**config.mk**
```make
export PLATFORM = sky130hd
export DESIGN_NAME = store_write_buffer
export DESIGN_NICKNAME = d
export VERILOG_FILES = /design/src/rtl/swb_pkg.sv /design/src/rtl/swb_fwd_match.sv /design/src/rtl/store_write_buffer.sv
export SDC_FILE = /design/constraint.sdc
export NUM_CORES = 1
export LEC_CHECK = 0
export ABC_CLOCK_PERIOD_IN_PS = 14700
export CORE_MARGIN = 2
export CORE_UTILIZATION = 45
export CTS_BUF_LIST = sky130_fd_sc_hd__clkbuf_4 sky130_fd_sc_hd__clkbuf_8
export CTS_CLUSTER_DIAMETER = 100
export DETAILED_ROUTE_END_ITERATION = 10
export GPL_TIMING_DRIVEN = 1
export PLACE_DENSITY = 0.71
export SETUP_SLACK_MARGIN = 0.02
export SLEW_MARGIN = 20
export SYNTH_ARGS = -nofsm -noshare
export SYNTH_HDL_FRONTEND = slang
export SYNTH_SLANG_ARGS = --single-unit
```
**constraint.sdc**
```tcl
create_clock -name clk -period 14.7 [get_ports clk]
set_input_delay 2.94 -clock clk [delete_from_list [all_inputs] [get_ports clk]]
set_output_delay 2.94 -clock clk [all_outputs]
set_load 0.05 [all_outputs]
```
**src/rtl/swb_pkg.sv**
```systemverilog
// swb_pkg: shared defaults, entry type and pointer-width helper for the store write buffer
package swb_pkg;
    localparam int SWB_DEPTH = 4;
    localparam int SWB_AW = 32;
    localparam int SWB_DW = 32;
    typedef struct packed {
        logic [SWB_AW-1:0] addr;
        logic [SWB_DW-1:0] data;
    } swb_entry_t;
    function automatic int swb_ptr_w(input int depth);
        return depth > 1 ? $clog2(depth) : 1;
    endfunction
endpackage

```
**src/rtl/swb_fwd_match.sv**
```systemverilog
// swb_fwd_match: word-address search over occupied entries, youngest match wins
module swb_fwd_match
    import swb_pkg::*;
#(
    parameter int DEPTH = SWB_DEPTH
) (
    input  swb_entry_t                      entries [DEPTH],
    input  logic [DEPTH-1:0]                valid,
    input  logic [swb_ptr_w(DEPTH)-1:0]     wr_ptr,
    input  logic [SWB_AW-1:0]               rd_addr,
    output logic                            rd_hit,
    output logic [SWB_DW-1:0]               rd_data
);
    localparam int PW = swb_ptr_w(DEPTH);
    logic [PW-1:0] idx;
    // walk oldest to youngest so the youngest match overwrites earlier ones
    always_comb begin
        rd_hit = 1'b0;
        rd_data = '0;
        idx = '0;
        for (int i = DEPTH; i >= 1; i--) begin
            idx = wr_ptr - PW'(i);
            if (valid[idx] && ((entries[idx].addr ^ rd_addr) & ~SWB_AW'(3)) == '0) begin
                rd_hit = 1'b1;
                rd_data = entries[idx].data;
            end
        end
    end
endmodule

```
**src/rtl/store_write_buffer.sv**
```systemverilog
// store_write_buffer: posted-store FIFO between core write port and data memory, with load forwarding
module store_write_buffer
    import swb_pkg::*;
#(
    parameter int DEPTH = SWB_DEPTH,
    parameter int AW = SWB_AW,
    parameter int DW = SWB_DW
) (
    input  logic                        clk,
    input  logic                        reset,
    input  logic                        memwrite,
    input  logic [AW-1:0]               dataadr,
    input  logic [DW-1:0]               writedata,
    output logic                        stall,
    output logic                        mem_valid,
    output logic [AW-1:0]               mem_addr,
    output logic [DW-1:0]               mem_wdata,
    input  logic                        mem_ready,
    input  logic [AW-1:0]               rd_addr,
    output logic                        rd_hit,
    output logic [DW-1:0]               rd_data,
    output logic [$clog2(DEPTH):0]      count,
    output logic                        empty
);
    localparam int PW = swb_ptr_w(DEPTH);
    localparam int CW = $clog2(DEPTH) + 1;
    swb_entry_t mem [DEPTH];
    logic [PW-1:0] wr_ptr, rd_ptr;
    logic [DEPTH-1:0] valid;
    logic push, pop;
    assign empty = count == '0;
    assign stall = memwrite && count == CW'(DEPTH);
    assign push = memwrite && !stall;
    assign pop = mem_valid && mem_ready;
    assign mem_valid = !empty;
    assign mem_addr = mem_valid ? mem[rd_ptr].addr : '0;
    assign mem_wdata = mem_valid ? mem[rd_ptr].data : '0;
    always_ff @(posedge clk or posedge reset) begin
        if (reset) begin
            wr_ptr <= '0;
            rd_ptr <= '0;
            count <= '0;
        end else begin
            wr_ptr <= push ? wr_ptr + 1'b1 : wr_ptr;
            rd_ptr <= pop ? rd_ptr + 1'b1 : rd_ptr;
            count <= count + CW'(push) - CW'(pop);
        end
    end
    always_ff @(posedge clk) begin
        if (push) mem[wr_ptr] <= '{addr: dataadr, data: writedata};
    end
    // an entry is occupied when its distance from the head is below count
    always_comb begin
        valid = '0;
        for (int j = 0; j < DEPTH; j++)
            valid[j] = {1'b0, PW'(j) - rd_ptr} < count;
    end
    swb_fwd_match #(.DEPTH(DEPTH)) u_fwd (
        .entries(mem),
        .valid(valid),
        .wr_ptr(wr_ptr),
        .rd_addr(rd_addr),
        .rd_hit(rd_hit),
        .rd_data(rd_data)
    );
endmodule

```
; ---- Word level (Yosys, flattened, before mapping)
; Index checks and enable logic that the tools add are counted.
[word_totals]
register_bits = 263
input_bits = 100
output_inout_bits = 103
word_cells = 97
[classes]
add_sub_neg = 11
n_eq_ne = 1
muxes = 36
order_cmp = 14
bitwise_logic = 9
reduce_logical = 15
[op_table]
columns = op, count
row1 = $mux W64, 11
row2 = $bmux W64 S2, 5
row3 = $bwmux W256, 1
row4 = $mux W32, 6
row5 = $demux W64 S2, 1
row6 = $logic_not A32 Y1, 4
row7 = $xor A32 B32 Y32, 4
row8 = $ge A3 B3 Y1 const B, 5
row9 = $not A2 Y3, 5
row10 = $lt A2 B3 Y1, 4
row11 = $lt A2 B3 Y1 const B, 4
row12 = $bmux W1 S2, 4
row13 = $logic_and A1 B1 Y1, 8
row14 = $mux W1, 8
row15 = $add A2 B1 Y2 const B, 2
row16 = $sub A1 B2 Y2 const A, 2
row17 = $sub A2 B2 Y2 const A, 2
row18 = $sub A2 B2 Y2 const B, 2
row19 = $add A3 B1 Y3, 1
row20 = $eq A3 B3 Y1 const B, 1
row21 = $logic_not A3 Y1, 1
row22 = $lt A3 B1 Y1 const B, 1
row23 = $sub A3 B1 Y3, 1
row24 = $logic_not A1 Y1, 2
row25 = $sub A2 B1 Y2 const B, 1

; ---- Depth between registers and ports, before layout
[depth]
ltp_word = 11
depth_mapped = 20
ltp_nobuf = 11

; ---- Cells and area by module
; From an unflattened synthesis, not the netlist that was laid out.
[unflattened]
cells_unflattened = 1409
area_unflattened_um2 = 18611.6
[by_module_without_submodules]
columns = mod, n_inst, cells_per_inst, area_each_um2, seq_area_each_um2
row1 = store_write_buffer, 1, 462, 10282.4, 7862.5
row2 = swb_fwd_match, 1, 947, 8329.2, 0.0

; ---- Least setup slack after synthesis
; Ideal clock, no wire load.
[synth_timing]
path_type = in2out
from = in rd_addr[22]
to = out rd_data[10]
path_buffers = 2
required_ps = 11760
slack_ps = 6056
arrival_ps = 5704
stages = 9
cell_sequence = buf_2 -> xnor2_1 -> a221oi_1 -> a21oi_1 -> or4_4 -> nor4_4 -> a21oi_1 -> buf_2 -> a31oi_1
[synth_via]
elab_chain_cells = 7
elab_cells_between_ends = 16
cone_classes = mux: 4 / bitwise: 4 / reduce/logical: 8
[synth_rtl]
columns = item, line
row1 = from (decl), store_write_buffer.sv:19  ; input logic [AW-1:0] rd_addr,
row2 = $xor A32 B32 Y32, swb_fwd_match.sv:23  ; if (valid[idx] && ((entries[idx].addr ^ rd_addr) & ~SWB_AW'(3)) == '0) begin
row3 = $logic_not A32 Y1, swb_fwd_match.sv:23
row4 = $logic_and A1 B1 Y1, swb_fwd_match.sv:23
row5 = $mux W32 (3 in series), swb_fwd_match.sv:23
row6 = $mux W32 *, swb_fwd_match.sv:23
row7 = to (decl), store_write_buffer.sv:21  ; output logic [DW-1:0] rd_data,
; Every way passes the cells marked *; elsewhere a longest branch is shown, timed or not.

; ---- Worst setup path in the final report
[layout_timing]
from = reg wr_ptr[0]
to = out rd_data[8]
[layout_via]
elab_chain_cells = 11
elab_cells_between_ends = 43
cone_classes = add/sub: 3 / mux: 24 / bitwise: 8 / reduce/logical: 8
[layout_rtl]
columns = item, line
row1 = from (decl), store_write_buffer.sv:28  ; logic [PW-1:0] wr_ptr, rd_ptr;
row2 = from (signal assigned), store_write_buffer.sv:44  ; wr_ptr <= push ? wr_ptr + 1'b1 : wr_ptr;
row3 = $sub A2 B2 Y2 or $not A2 Y3 (tied branches), "swb_fwd_match.sv:22, swb_fwd_match.sv:23, swb_fwd_match.sv:25"
row4 = $not A2 Y3 (implied by the code) or $bmux W64 S2 (tied branches), "swb_fwd_match.sv:23, swb_fwd_match.sv:25"
row5 = $bmux W64 S2 or $mux W64 (tied branches), "swb_fwd_match.sv:23, swb_fwd_match.sv:25"
row6 = $mux W64 (implied by the code), swb_fwd_match.sv:23
row7 = $mux W64 (implied by the code) or $xor A32 B32 Y32 (tied branches), swb_fwd_match.sv:23
row8 = $xor A32 B32 Y32 or $logic_not A32 Y1 (tied branches), swb_fwd_match.sv:23
row9 = $logic_not A32 Y1 or $logic_and A1 B1 Y1 (tied branches), swb_fwd_match.sv:23
row10 = $logic_and A1 B1 Y1 or $mux W32 (tied branches), swb_fwd_match.sv:23
row11 = $mux W32 (2 in series), swb_fwd_match.sv:23
row12 = $mux W32 *, swb_fwd_match.sv:23
; Every way passes the cells marked *; elsewhere a longest branch is shown, timed or not. The select of a mux whose other input is x is not followed.

==> results summary <==
The number of antenna violations at the first check in global routing is 10. The clock insertion delay at the later pin of the skew report is 0.60 ns. The clock input transition at the sequential cells of the worst setup and hold paths came out at 0.06 ns. The initial utilization of the core area, before any placement, comes to 0.456. The count of buffers inserted at the top-level ports is 200. The total half-perimeter wirelength after legalization and detailed placement is 33.5 mm. Cell internal power was estimated by the tool at 2.96 mW.

The number of clock sinks is 263. The number of synthesized register bits is 263. The signal arrival time at the worst endpoint came out at 7.39 ns. The standard cell core area came out at 41900 µm². The cell area after placement came out at 21400 µm². The root buffer cell is sky130_fd_sc_hd__clkbuf_8. The die is 210 µm wide. Summing every instance area after synthesis gives 19100 µm². Averaged over all synthesized cells, the footprint is 15.1 µm². The average wire per cell in the routed design is 26.2 µm. Of the total power, the share spent switching nets is 0.440. The worst reg-to-reg setup slack is 11.28 ns. The setup TNS is 0 ns.

From bottom edge to top edge, the die measures 210 µm. The CTS tree is yes. The post-synthesis cell count came out at 1267.

Of the cells placed in the final design, the portion with a size suffix greater than 1 is 0.274. The worst setup path is captured at a primary output. Measured on the finished design, the core utilization comes to 0.532. For this run, the total global-route usage over all layers was measured as 0.238.

The detail-routed via count per cell is 6.44. The number of warning messages in the yosys log came out at 0. Pin placement for this block handled 203 I/O pins. Dividing the final minimum period by the clock period gives 0.703.

The worst register-to-register path ends at mem[44]. The most used flip-flop cell after synthesis is sky130_fd_sc_hd__edfxtp_1. The flow ran to the end, and the final reports show no timing, DRC or antenna violations. Based on the critical path, the design can be clocked at up to 96.8 MHz. The synthesized net count came out at 1378. The routed wire length came out at 52.1 mm. Prior to clock tree synthesis, the placed netlist has a worst setup slack of 4.44 ns. The switching power total came out at 2.33 mW. The largest net degree at the start of global routing is 130. The least setup slack across all paths after layout came out at 4.37 ns. The most critical setup path has its endpoint at rd_data[8]. The kind of path behind the tightest hold check is reg -> reg. The maximum clock insertion buffer count is 3. The setup path with the least slack is of type reg -> out.

The largest incremental delay on the critical path is 0.89 ns. The number of buffers inserted during clock tree synthesis is 45. The first global-routing pass estimated 79.5 mm of wire.

The post-route DRC violation count came out at 0. The final-stage net count is 1523. The number of violations of the max-capacitance limit is 0. The placer's final routability congestion estimate is 0.946.

The clock share of power came out at 0.126. The die covers 44200 µm². The critical path starts at wr_ptr[0]. After synthesis, the share of flip-flops with an asynchronous set or reset is 0.0266.

IR analysis of the VDD net gives a maximum drop of 0.202 mV. The via count of the first global-routing pass came out at 12600. By area the synthesized netlist is led by sky130_fd_sc_hd__edfxtp_1 40%, sky130_fd_sc_hd__mux4_2 34%, sky130_fd_sc_hd__mux2i_1 4.6%. Global routing finished with a remaining overflow of 0. The count of fill cells added during filler insertion came out at 3429. The critical path data required time came out at 11.76 ns. Post-CTS timing repair inserted 0 buffers for setup. The growth of design area from synthesis to finish is 16.7%. At the pin with the least slew margin, the transition time is 1.07 ns.

The worst slew margin relative to its limit came out at 0.284. The logic depth of the worst register-to-register path is 4. Leaving out fill and tap cells, the most frequent cell in the layout is sky130_fd_sc_hd__mux4_2. The share of the Yosys chip area taken by registers is 0.411.

The overall power of the completed layout came out at 5.29 mW. The share of the synthesized area in the top cell type is 0.402. The worst register-to-register path begins at wr_ptr[1]. The power per cell area came out at 237 nW/µm². The reported leakage power is 7.18 nW. The max-slew violation count is 0. The number of placement rows came out at 75. The slowest stage of the critical path belongs to the cell sky130_fd_sc_hd__ha_4. The startpoint class of the critical path is a flip-flop.

The critical path goes through inv_1 -> ha_4 -> buf_12 -> mux4_2 -> xor2_1 -> nor4_1 -> nand2_1 -> nor4_4 -> buf_4 -> nor2_2 -> buf_4 -> nand2_1 -> a31oi_1 -> clkdlybuf4s50_1. Gates resized during post-CTS repair numbered 0. In this run the worst path has a maximum fanout of 103. Before antenna repair, the detailed router went through 5 iterations. In this run, the number of DRC markers left after iteration 0 of detailed routing was 1395.

Setup violations remaining at the end of the flow were counted as 0. The post-route clock skew is 0.0341 ns. Of all cell types, the one taking the most synthesized area is sky130_fd_sc_hd__edfxtp_1. The minimum clock period came out at 10.33 ns.

The final hold violation count is 0. After routing the design area is 22300 µm². In the layout the commonest cells are 285 x sky130_fd_sc_hd__mux4_2, 256 x sky130_fd_sc_hd__edfxtp_1, 200 x sky130_fd_sc_hd__clkdlybuf4s50_1. The maximum level of the CTS H-tree came out at 2.

The number of enable flip-flop cells after synthesis is 256. The routed layout has 12800 vias. The share of total power dissipated in combinational logic is 0.647. The multi-input gate area in the final layout is 10500 µm².

The number of nets with antenna violations after routing is 0. Setup repair after global routing left no endpoint under its margin. The number of distinct standard cells referenced by the synthesized netlist is 57.

For this design, the CTS-stage hold fixing added 0 buffers. The part of the total power dissipated in sequential elements came out at 0.227. The area taken by flip-flops and latches is 7880 µm².
## area by class of cell
| type | count | share of cell area |
|---|---|---|
| flip-flops and latches | 263 | 0.353 |
| repair buffers | 219 | 0.0972 |
| clock buffers | 61 | 0.0331 |
| well taps | 539 | 0.0302 |
| clock inverters | 18 | 0.00706 |
| inverters | 47 | 0.00791 |
| diodes | 6 | 0.000673 |
| multi-input cells | 836 | 0.471 |
## power groups by stage
stage	combinational, mW	clock (mW)	sequential (mW)
4_1_cts	3.45	0.684	1.20
5_1_grt	3.62	0.711	1.23
3_5_place_dp	3.43	0	1.21
6_report	3.43	0.668	1.20
3_3_place_gp	3.41	0	1.20
2_1_floorplan	2.70	0	1.12
## registers in the layout, summed over array words and instances, names as in the netlist
| signal | cells |
|---|---|
| count | 3 |
| mem | 256 |
| rd_ptr | 2 |
| wr_ptr | 2 |
## critical path: cells and delay by family (launching register included)
kind / cells / cell delay [ns]
adders and majority gates: 1 / 0.89
DFF: 1 / 0.74
and+or+nand+nor: 5 / 1.42
xor gates and xnor gates: 1 / 0.20
AOI/OAI and AO/OA: 1 / 0.13
muxes: 1 / 0.65
buffers and inverters: 5 / 2.60
## synthesized netlist by cell type, types with 15 or more instances
master	number
sky130_fd_sc_hd__edfxtp_1	256
sky130_fd_sc_hd__a31oi_1	33
sky130_fd_sc_hd__clkbuf_1	48
sky130_fd_sc_hd__buf_2	26
sky130_fd_sc_hd__nand3_1	34
sky130_fd_sc_hd__mux2i_1	87
sky130_fd_sc_hd__nand2_1	81
sky130_fd_sc_hd__and2_1	69
sky130_fd_sc_hd__xor2_1	61
sky130_fd_sc_hd__nor4_1	15
sky130_fd_sc_hd__buf_1	21
sky130_fd_sc_hd__inv_1	47
sky130_fd_sc_hd__xnor2_1	73
sky130_fd_sc_hd__mux4_2	285
## how the worst min path moves through the flow
stage                     slack, ns   endpoint  cells after the start      start
after CTS                      0.64   count[2]                      1   count[1]
final                          0.64   count[2]                      1   count[1]
after global routing           0.69   count[2]                      1   count[1]
after global placement         0.62   count[2]                      1   count[1]
after detailed placement       0.63   count[2]                      1   count[1]
after floorplan                0.83  rd_ptr[1]                      2  rd_ptr[1]
## metal layers
metal / track usage / share of wire / vias up
li1: - / - / 5465
met1: 0.341 / 0.41 / 6708
met2: 0.381 / 0.49 / 560
met3: 0.0381 / 0.082 / 72
met4: 0.0677 / 0.023 / 6
met5: 0 / 0.00077 / -
## through the flow
step,hold slack [ns],instances
finish,0.636,1989
global route,0.688,1988
floorplan,0.834,1267
detailed placement,0.633,1904
global placement,0.617,1904
CTS,0.640,1983
## logic make-up (layout without fill, tap and decap cells)
group	Yosys count	in the layout	share of synthesized area
other	0	6	0
and+or+nand+nor	231	231	0.0643
xor gates and xnor gates	134	134	0.0614
muxes	374	374	0.382
adders and majority gates	11	11	0.00759
DFF	263	263	0.411
AOI/OAI and AO/OA	86	86	0.0308
buffers and inverters	168	345	0.0423
(Power assumes the default switching activity.)
